`config.mk`:
```
export PLATFORM = sky130hd
export DESIGN_NAME = lt_uint_serial_msb
export DESIGN_NICKNAME = d
export VERILOG_FILES = /design/src/rtl/lt_serial_pkg.sv /design/src/rtl/cmp_chunk_msb.sv /design/src/rtl/lt_uint_serial_msb.sv
export SDC_FILE = /design/constraint.sdc
export NUM_CORES = 1
export LEC_CHECK = 0
export CORE_MARGIN = 5
export CORE_UTILIZATION = 35
export DETAILED_ROUTE_END_ITERATION = 10
export PLACE_DENSITY = 0.6
export SYNTH_ARGS = -nofsm -noshare
export SYNTH_HDL_FRONTEND = slang
export SYNTH_HIERARCHICAL = 1
export SYNTH_SLANG_ARGS = --single-unit
```
`constraint.sdc`:
```
create_clock -name clk -period 3.6 [get_ports clk]
set_clock_uncertainty 0.2 [all_clocks]
set_input_delay 0.72 -clock clk [delete_from_list [all_inputs] [get_ports clk]]
set_output_delay 0.72 -clock clk [all_outputs]
set_load 0.005 [all_outputs]
```
`src/rtl/lt_serial_pkg.sv`:
```
// ----------------------------------------------------------------------------
// lt_serial_pkg
//
// Shared definitions for the bit-serial MSB-first unsigned comparator.
//   state_t         : controller states (IDLE, SCAN, DONE)
//   calc_nchunk     : number of BITS_PER_CYCLE-wide chunks in a WIDTH operand
//   calc_cnt_width  : width of the chunk index / cycle counter / cycles port
// ----------------------------------------------------------------------------
package lt_serial_pkg;

  typedef enum logic [1:0] {
    IDLE = 2'd0,
    SCAN = 2'd1,
    DONE = 2'd2
  } state_t;

  // Guarded against a zero divisor so that a bad parameter set reaches the
  // elaboration check in the top instead of failing inside this function.
  function automatic int calc_nchunk(input int width, input int bpc);
    return (bpc > 0) ? (width / bpc) : 1;
  endfunction

  // One extra bit over $clog2 so the counter can hold NCHUNK itself
  // (and so NCHUNK=1 still yields a 1-bit, non-empty vector).
  function automatic int calc_cnt_width(input int width, input int bpc);
    return $clog2(calc_nchunk(width, bpc)) + 1;
  endfunction

endpackage

```
`src/rtl/cmp_chunk_msb.sv`:
```
// ----------------------------------------------------------------------------
// cmp_chunk_msb
//
// Combinational unsigned compare of one BITS_PER_CYCLE-wide chunk.
//   a_chunk, b_chunk : chunk of operand A / operand B
//   c_lt             : a_chunk <  b_chunk
//   c_gt             : a_chunk >  b_chunk
// Both low means the chunks are equal.
// ----------------------------------------------------------------------------
module cmp_chunk_msb #(
  parameter int BITS_PER_CYCLE = 1
) (
  input  logic [BITS_PER_CYCLE-1:0] a_chunk,
  input  logic [BITS_PER_CYCLE-1:0] b_chunk,
  output logic                      c_lt,
  output logic                      c_gt
);

  assign c_lt = (a_chunk < b_chunk);
  assign c_gt = (a_chunk > b_chunk);

endmodule

```
`src/rtl/lt_uint_serial_msb.sv`:
```
// ----------------------------------------------------------------------------
// lt_uint_serial_msb
//
// Bit-serial unsigned magnitude comparator. Operands are latched on an
// accepted start and scanned MSB chunk first, BITS_PER_CYCLE bits per cycle.
// The first differing chunk decides the result; with EARLY_EXIT=1 the scan
// stops there, with EARLY_EXIT=0 it always runs all chunks (constant time).
//
// Ports
//   clk    : clock, rising edge
//   rst    : synchronous, active-high reset
//   start  : request, honoured when busy=0 (IDLE or DONE)
//   A, B   : operands, captured on an accepted start
//   busy   : high while scanning
//   done   : one-cycle pulse, result valid
//   lt/eq/gt : one-hot result, held until the next completion or reset
//   cycles : scan cycles used by the last completed compare (1..NCHUNK)
// ----------------------------------------------------------------------------
module lt_uint_serial_msb
  import lt_serial_pkg::*;
#(
  parameter int WIDTH          = 32,
  parameter int BITS_PER_CYCLE = 1,
  parameter int EARLY_EXIT     = 1
) (
  input  logic                                               clk,
  input  logic                                               rst,
  input  logic                                               start,
  input  logic [WIDTH-1:0]                                   A,
  input  logic [WIDTH-1:0]                                   B,
  output logic                                               busy,
  output logic                                               done,
  output logic                                               lt,
  output logic                                               eq,
  output logic                                               gt,
  output logic [calc_cnt_width(WIDTH, BITS_PER_CYCLE)-1:0]   cycles
);

  localparam int NCHUNK = calc_nchunk(WIDTH, BITS_PER_CYCLE);
  localparam int CW     = calc_cnt_width(WIDTH, BITS_PER_CYCLE);

  if (WIDTH < 1 || BITS_PER_CYCLE < 1 || (WIDTH % BITS_PER_CYCLE) != 0) begin : g_bad_params
    $error("lt_uint_serial_msb: WIDTH must be >= 1 and a multiple of BITS_PER_CYCLE");
  end

  state_t state_q, state_d;

  logic [WIDTH-1:0]          a_q, b_q;
  logic [CW-1:0]             idx_q;      // chunk currently being compared
  logic [CW-1:0]             cnt_q;      // scan cycles spent so far
  logic                      decided_q;  // an earlier chunk already differed
  logic                      sign_gt_q;  // direction captured at that chunk
  logic                      lt_q, eq_q, gt_q;
  logic [CW-1:0]             cycles_q;

  logic [BITS_PER_CYCLE-1:0] a_chunk, b_chunk;
  logic                      c_lt, c_gt;
  logic                      chunk_differs;
  logic                      last_chunk;
  logic                      accept;
  logic                      finish;
  logic                      decided_now;
  logic                      gt_now;

  // Chunk select written as a mux over constant slices so every slice
  // index is a compile-time constant.
  always_comb begin
    // NOTE: every variable assigned in always_comb gets a default first;
    // a path that leaves one unassigned would infer a latch.
    a_chunk = '0;
    b_chunk = '0;
    for (int k = 0; k < NCHUNK; k++) begin
      if (idx_q == CW'(k)) begin
        a_chunk = a_q[k*BITS_PER_CYCLE +: BITS_PER_CYCLE];
        b_chunk = b_q[k*BITS_PER_CYCLE +: BITS_PER_CYCLE];
      end
    end
  end

  cmp_chunk_msb #(
    .BITS_PER_CYCLE (BITS_PER_CYCLE)
  ) u_cmp (
    .a_chunk (a_chunk),
    .b_chunk (b_chunk),
    .c_lt    (c_lt),
    .c_gt    (c_gt)
  );

  assign chunk_differs = c_lt | c_gt;
  assign last_chunk    = (idx_q == '0);
  assign accept        = start && (state_q != SCAN);

  // Once decided, later chunks never change the direction; otherwise the
  // current chunk supplies it.
  assign decided_now   = decided_q | chunk_differs;
  assign gt_now        = decided_q ? sign_gt_q : c_gt;

  // Next state and state-decoded outputs.
  always_comb begin
    state_d = state_q;
    busy    = 1'b0;
    done    = 1'b0;
    finish  = 1'b0;
    unique case (state_q)
      IDLE: begin
        if (start) state_d = SCAN;
      end
      SCAN: begin
        busy   = 1'b1;
        finish = last_chunk ||
                 ((EARLY_EXIT != 0) && !decided_q && chunk_differs);
        if (finish) state_d = DONE;
      end
      DONE: begin
        done    = 1'b1;
        state_d = start ? SCAN : IDLE;
      end
      default: state_d = IDLE;
    endcase
  end

  // NOTE: sequential state uses non-blocking assignments so every register
  // samples pre-edge values regardless of statement order.
  always_ff @(posedge clk) begin
    if (rst) state_q <= IDLE;
    else     state_q <= state_d;
  end

  always_ff @(posedge clk) begin
    if (rst) begin
      a_q       <= '0;
      b_q       <= '0;
      idx_q     <= '0;
      cnt_q     <= '0;
      decided_q <= 1'b0;
      sign_gt_q <= 1'b0;
      lt_q      <= 1'b0;
      eq_q      <= 1'b0;
      gt_q      <= 1'b0;
      cycles_q  <= '0;
    end else if (accept) begin
      // Result registers are left alone: the previous answer stays visible
      // until this compare completes.
      a_q       <= A;
      b_q       <= B;
      idx_q     <= CW'(NCHUNK - 1);
      cnt_q     <= '0;
      decided_q <= 1'b0;
      sign_gt_q <= 1'b0;
    end else if (state_q == SCAN) begin
      cnt_q <= cnt_q + CW'(1);
      if (!last_chunk) idx_q <= idx_q - CW'(1);
      if (!decided_q && chunk_differs) begin
        decided_q <= 1'b1;
        sign_gt_q <= c_gt;
      end
      if (finish) begin
        lt_q     <= decided_now & ~gt_now;
        gt_q     <= decided_now &  gt_now;
        eq_q     <= ~decided_now;
        cycles_q <= cnt_q + CW'(1);
      end
    end
  end

  assign lt     = lt_q;
  assign eq     = eq_q;
  assign gt     = gt_q;
  assign cycles = cycles_q;

endmodule
```
Yosys cells after proc, flatten, opt, wreduce, memory -nomap -nowiden
Cells that the tools add are included.
{ "totals": {"reg_bits": 89, "inputBits": 67, "out_inout_bits": 11, "wordCells": 149} }
{ "classes": {"addsub": 2, "magnitude_cmp": 2, "n_eq_ne": 37, "muxes": 75, "bitwise": 8, "reduce_logical": 13} }
{ "ops": {"columns": ["op", "count"], "rows": [
  ["$eq A6 B5 Y1 const B", 16],
  ["$mux W1", 69],
  ["$eq A6 B4 Y1 const B", 8],
  ["$eq A6 B3 Y1 const B", 4],
  ["$mux W5", 3],
  ["$eq A6 B2 Y1 const B", 2],
  ["$reduce_and A2 Y1", 4],
  ["$add A6 B1 Y6 const B", 1],
  ["$eq A6 B1 Y1 const B", 1],
  ["$logic_not A6 Y1", 1],
  ["$pmux W2 S3", 1],
  ["$sub A6 B1 Y6 const B", 1],
  ["$mux W2", 2],
  ["$ne A2 B1 Y1 const B", 2],
  ["$ne A2 B2 Y1 const B", 2],
  ["$not A1 Y1", 4],
  ["$reduce_and A3 Y1", 1],
  ["$and A1 B1 Y1", 2],
  ["$eq A2 B1 Y1 const B", 1],
  ["$eq A2 B2 Y1 const B", 1],
  ["$logic_and A1 B1 Y1", 2],
  ["$logic_not A2 Y1", 1],
  ["$or A1 B1 Y1", 2],
  ["$reduce_bool A2 Y1", 1],
  ["5 further kinds", 5]
]} }

Logic depth before layout (Yosys ltp)
{ "depth": {"depth_word": 39, "ltp_mapped": 19, "mapped_depth_nobuf": 14} }

Hierarchy
The synthesis kept the hierarchy.
{ "modules_own_cells": {"columns": ["mod", "instances", "cells_each", "area_each_um2", "seq_area_each_um2"], "rows": [
  ["lt_uint_serial_msb", 1, 577, 4431.8, 1781.7],
  ["cmp_chunk_msb", 1, 2, 15.0, 0.0]
]} }

Worst setup path before layout
OpenSTA, ideal clock, no wires.
{ "synth_path": {"path_kind": "register -> register", "start": "reg idx_q[1]", "end": "reg cycles_q[4], in the netlist cycles[4]", "setup_time_ns": 0.086, "arrival_ns": 3.071, "required_ns": 3.314, "setup_slack_ns": 0.243, "path_stages_with_launch": 18, "path_buffers": 3, "period_less_slack_ns": 3.357, "path_cell_list": "dfxtp_1 > inv_1 > ha_1 > buf_6 > nor3b_1 > o31ai_1 > nand3_1 > or4b_1 > a31oi_1 > a2bb2oi_2 > and2b_2 > nor2_1 > o21ai_1 > and2_1 > buf_2 > buf_4 > nor2_1 > a211oi_1"} }
{ "synth_via": {"elab_chain_cells": 39, "elab_cells_between_ends": 103, "classes_between": "order compare (2); eq/ne (31); mux (65); bitwise (1); reduce/logical (4)"} }
{ "synth_rtl": {"columns": ["item", "line", "source"], "rows": [
  ["start, declared", "lt_uint_serial_msb.sv:49", "logic [CW-1:0] idx_q;"],
  ["start signal, assigned", "lt_uint_serial_msb.sv:146", "idx_q <= CW'(NCHUNK - 1);"],
  ["start signal, assigned", "lt_uint_serial_msb.sv:152", "if (!last_chunk) idx_q <= idx_q - CW'(1);"],
  ["$logic_not A6 Y1", "lt_uint_serial_msb.sv:73", "if (idx_q == CW'(k)) begin"],
  ["$mux W1 (31 in series)", "lt_uint_serial_msb.sv:73", null],
  ["$mux W1 *", "lt_uint_serial_msb.sv:73", null],
  ["named net a_chunk", "lt_uint_serial_msb.sv:56", "logic [BITS_PER_CYCLE-1:0] a_chunk, b_chunk;"],
  ["$gt A1 B1 Y1 *", "cmp_chunk_msb.sv:20", "assign c_gt = (a_chunk > b_chunk);"],
  ["named net c_gt", "lt_uint_serial_msb.sv:57", "logic c_lt, c_gt;"],
  ["$or A1 B1 Y1 *", "lt_uint_serial_msb.sv:89", "assign chunk_differs = c_lt | c_gt;"],
  ["$logic_and A1 B1 Y1 *", "lt_uint_serial_msb.sv:111", "((EARLY_EXIT != 0) && !decided_q && chunk_differs);"],
  ["$logic_or A1 B1 Y1 *", "lt_uint_serial_msb.sv:110", "finish = last_chunk ||"],
  ["$mux W1 *", "lt_uint_serial_msb.sv:104", "unique case (state_q)"],
  ["$reduce_and A3 Y1 (no source line) *", null, null],
  ["end signal, assigned", "lt_uint_serial_msb.sv:161", "cycles_q <= cnt_q + CW'(1);"],
  ["end, declared", "lt_uint_serial_msb.sv:54", "logic [CW-1:0] cycles_q;"]
]} }
The timed path passes the listed nets; every way through them passes the cells marked *.
A chain may end at the register's enable or synchronous reset.

Final worst setup path
{ "layout_path": {"start": "reg idx_q[0]", "end": "reg cycles_q[1], in the netlist cycles[1]"} }
The elaborated chain is that of the path after synthesis.

==> impl_results.md <==
* Worst path cell trace: inv_1, ha_2, nor2b_1, o31ai_1, nand3_1, or4b_1, a31oi_1, a2bb2oi_2, and2b_2, nor2_1, o21ai_2, and2_4, mux2i_1, nor2_1
* Initial antenna violation count at 0
* Critical Path Slowest Stage Cell: or4b_1
* Detailed Route Iter0 Violations at 283
* Peak Freq at 297 MHz
* Fraction of layout instances using a drive strength above 1 at 10.3%
* Outcome: finished, final reports clean
* Unique cell type count in the Yosys netlist at 68
* Final cycle utilization of the critical path at 93.5%
* Global routing usage summed across all routing layers at 16.7%
* Unrepaired setup endpoints after global routing: false
* Synth cell count leaders: 154 x nand2_1, 89 x dfxtp_1, 84 x a21oi_1, 26 x clkbuf_1, 25 x nor2_1
* Yosys top cell area share at 40.1%
* Die H at 123 um
* Yosys warns at 6
* Crit-path max FO at 10
* Count of clock tree sinks at 89
* Crit path kind: flop to flop
* Total buffers and inverters traversed by the critical path at 1
* Number of filler instances in the final layout at 1,296
* Number of global-route vias before repair at 4,000
* Area enclosed by the die boundary at 0.0151 mm^2
* Cell family contributing the most delay on the critical path: simple AND/OR/NAND/NOR gates
* Number of buffers created by CTS at 9
* Largest net degree at the start of global routing at 51
* Antenna Violating Nets Remaining at 0
* Crit Reg-Reg Startpoint: idx_q[0]$_SDFFE_PP0P_
* Maximum number of buffers from clock root to sink at 2
* EDFF count, synth at 0
* Most used DFF post-synth: dfxtp_1
* Cell type contributing the most total cell area after synthesis: dfxtp_1
* Syn nets at 652
* Class of the worst hold path: flop to flop
* Cell area after synthesis at 0.00445 mm^2
* Setup Buffers After CTS at 0
* Syn avg cell area at 7.68 um^2
* Post-DP HPWL at 9130 um
* Hold Vio Cnt, Final at 0
* DR DRC count at 0
* Clock tree root buffer cell: clkbuf_16
* Overall routed net length at 12,300 um
* Reg-to-reg slack, setup at 0.23 ns
* CTS tree: built
* IO Count at 78
* CP most frequent cell: nor2_1
* Accumulated negative setup slack at 0 ns
* Slew at the pin with the worst max-slew slack at 0.739 ns
* Leakage dissipation at 2.13 nW
* Critical hold path startpoint: a_q[21]$_SDFFE_PP0P_
* Area taken by flip-flops and latches at 0.00178 mm^2
* Gate Count Post-Synth at 579
* Peak supply drop at 0.280 mV
* Die Wd at 123 um
* Skew-Pair Late Insertion Delay at 0.34 ns
* P&R area growth vs syn at 31.7%
* Top cells by area, synth: dfxtp_1 40%, nand2_1 13%, a21oi_1 9.5%
* Wire length of the first global-routing pass at 19,900 um
* Critical path startpoint: idx_q[0]$_SDFFE_PP0P_
* # placed instances at 813
* Overflow left after global routing at 0
* Critical Path Sink Type: flop
* Net total in the final layout at 726
* Number of max-cap violations at 0
* Cell Count, Final, Fillers Out at 830
* Count of state elements after synthesis at 89
* Post-synth ARST share at 0%
* Routed WL per cell at 14.8 um
* Final setup vio count at 0
* Slew Viols, Final at 0
* Sequential-to-total area share from yosys stat at 40.1%
* Arr. time, crit path at 3.40 ns
* Largest stage delay on the critical path at 0.51 ns
* Via density per instance at 5.04
* CTS clk-pin slew, worst paths at 0.06 ns
* Multi-input gate area at 0.00244 mm^2
* Most common cell in the netlist: nand2_1
* Routed via count at 4,185
* Placeable core area at 0.0125 mm^2
* Relative slew margins at 50.8%
* Total power density per cell area at 524 mW/mm^2
* DRT Pass-1 Iters at 4
* Last weighted congestion value of the routability-driven placer at 0.880
* Data required time of the critical path at 3.63 ns
* Number of buffers added on ports at 77
* H-tree Lvls at 3
* Final critical delay including setup and external delays at 3.37 ns
* Number of antenna repair diodes at 0
* Initial core utilization at 35.5%
* Startpoint kind of the worst setup timing path: flop
* Number of placement rows at 41
per-stage QoR:
stage	util, %	area, um^2	hold WS [ns]	power [mW]	worst slack (ns)
floorplan	-	4450	0.231	1.71	0.243
global placement	43.9	5500	0.247	2.06	-0.0200
detailed placement	43.9	5500	0.246	2.07	-0.165
CTS	46.5	5820	0.260	3.09	0.0590
global route	46.8	5850	0.282	3.26	0.0103
finish	46.8	5850	0.257	3.07	0.233
report_power, final:
group / switching (mW) / total [mW] / internal, mW / leakage, nW
Combinational: 0.470 / 0.909 / 0.439 / 1.25
Clock: 0.372 / 1.00 / 0.628 / 0.153
Sequential: 0.0776 / 1.16 / 1.08 / 0.730
Total: 0.920 / 3.07 / 2.15 / 2.13
layout make-up:
class,count,share of cell area (%)
Multi-Input combinational cell,433,41.6
Timing Repair Buffer,109,18.0
Sequential cell,89,30.5
Tap cell,172,3.68
Clock buffer,12,4.21
Inverter,11,0.705
Clock inverter,4,1.30
flip-flops by register name, summed over array words and instances, names as in the netlist:
signal	count
b_q	32
state_q	2
sign_gt_q	1
idx_q	6
gt	1
cycles	6
decided_q	1
cnt_q	6
eq	1
a_q	32
lt	1
kinds of logic after synthesis:
kind of cell               Yosys count  share of synthesized area [%]
AOI/OAI and AO/OA                  157                           21.6
xor gates and xnor gates            13                           2.56
adders and majority gates            6                           1.69
buffers and inverters               58                           5.97
DFF                                 89                           40.1
muxes                                5                           1.13
and+or+nand+nor                    251                           27.0
timing repair:
action	CTS	global route
hold buffers	0	0
gates resized for setup	2	7
setup endpoints to repair	10	10
gates cloned	0	1
pin swaps	0	0
worst min-delay path: stages (launching register included):
cell     delay, ns
dfxtp_1       0.31
nand2_1       0.05
a21oi_1       0.05
per-layer routing:
| metal | track usage [%] | routed length, um | up-vias |
|---|---|---|---|
| met1 | 22.6 | 5980 | 1915 |
| met5 | 0 | 0 | - |
| met4 | 6.09 | 155 | 0 |
| li1 | - | - | 2154 |
| met2 | 26.5 | 5600 | 106 |
| met3 | 3.18 | 552 | 10 |
cell usage in the layout, fill, tap and decap left out, drive strengths merged, types with 7 or more instances in the layout:
cell,count
a21oi,84
buf,33
nand2,155
inv,11
a211oi,10
xor2,7
a31oi,7
clkbuf,12
o21ai,17
clkdlybuf4s50,76
nor3,17
nor2b,12
nor2,25
dfxtp,89
worst paths after layout:
| kind | endpoint | cells after the start |
|---|---|---|
| max | cycles[1]$_SDFFE_PP0P_ | 14 |
| max reg2reg | cycles[1]$_SDFFE_PP0P_ | 14 |
| min reg2reg | a_q[21]$_SDFFE_PP0P_ | 2 |
| min | a_q[21]$_SDFFE_PP0P_ | 2 |
(Power assumes the default switching activity.)
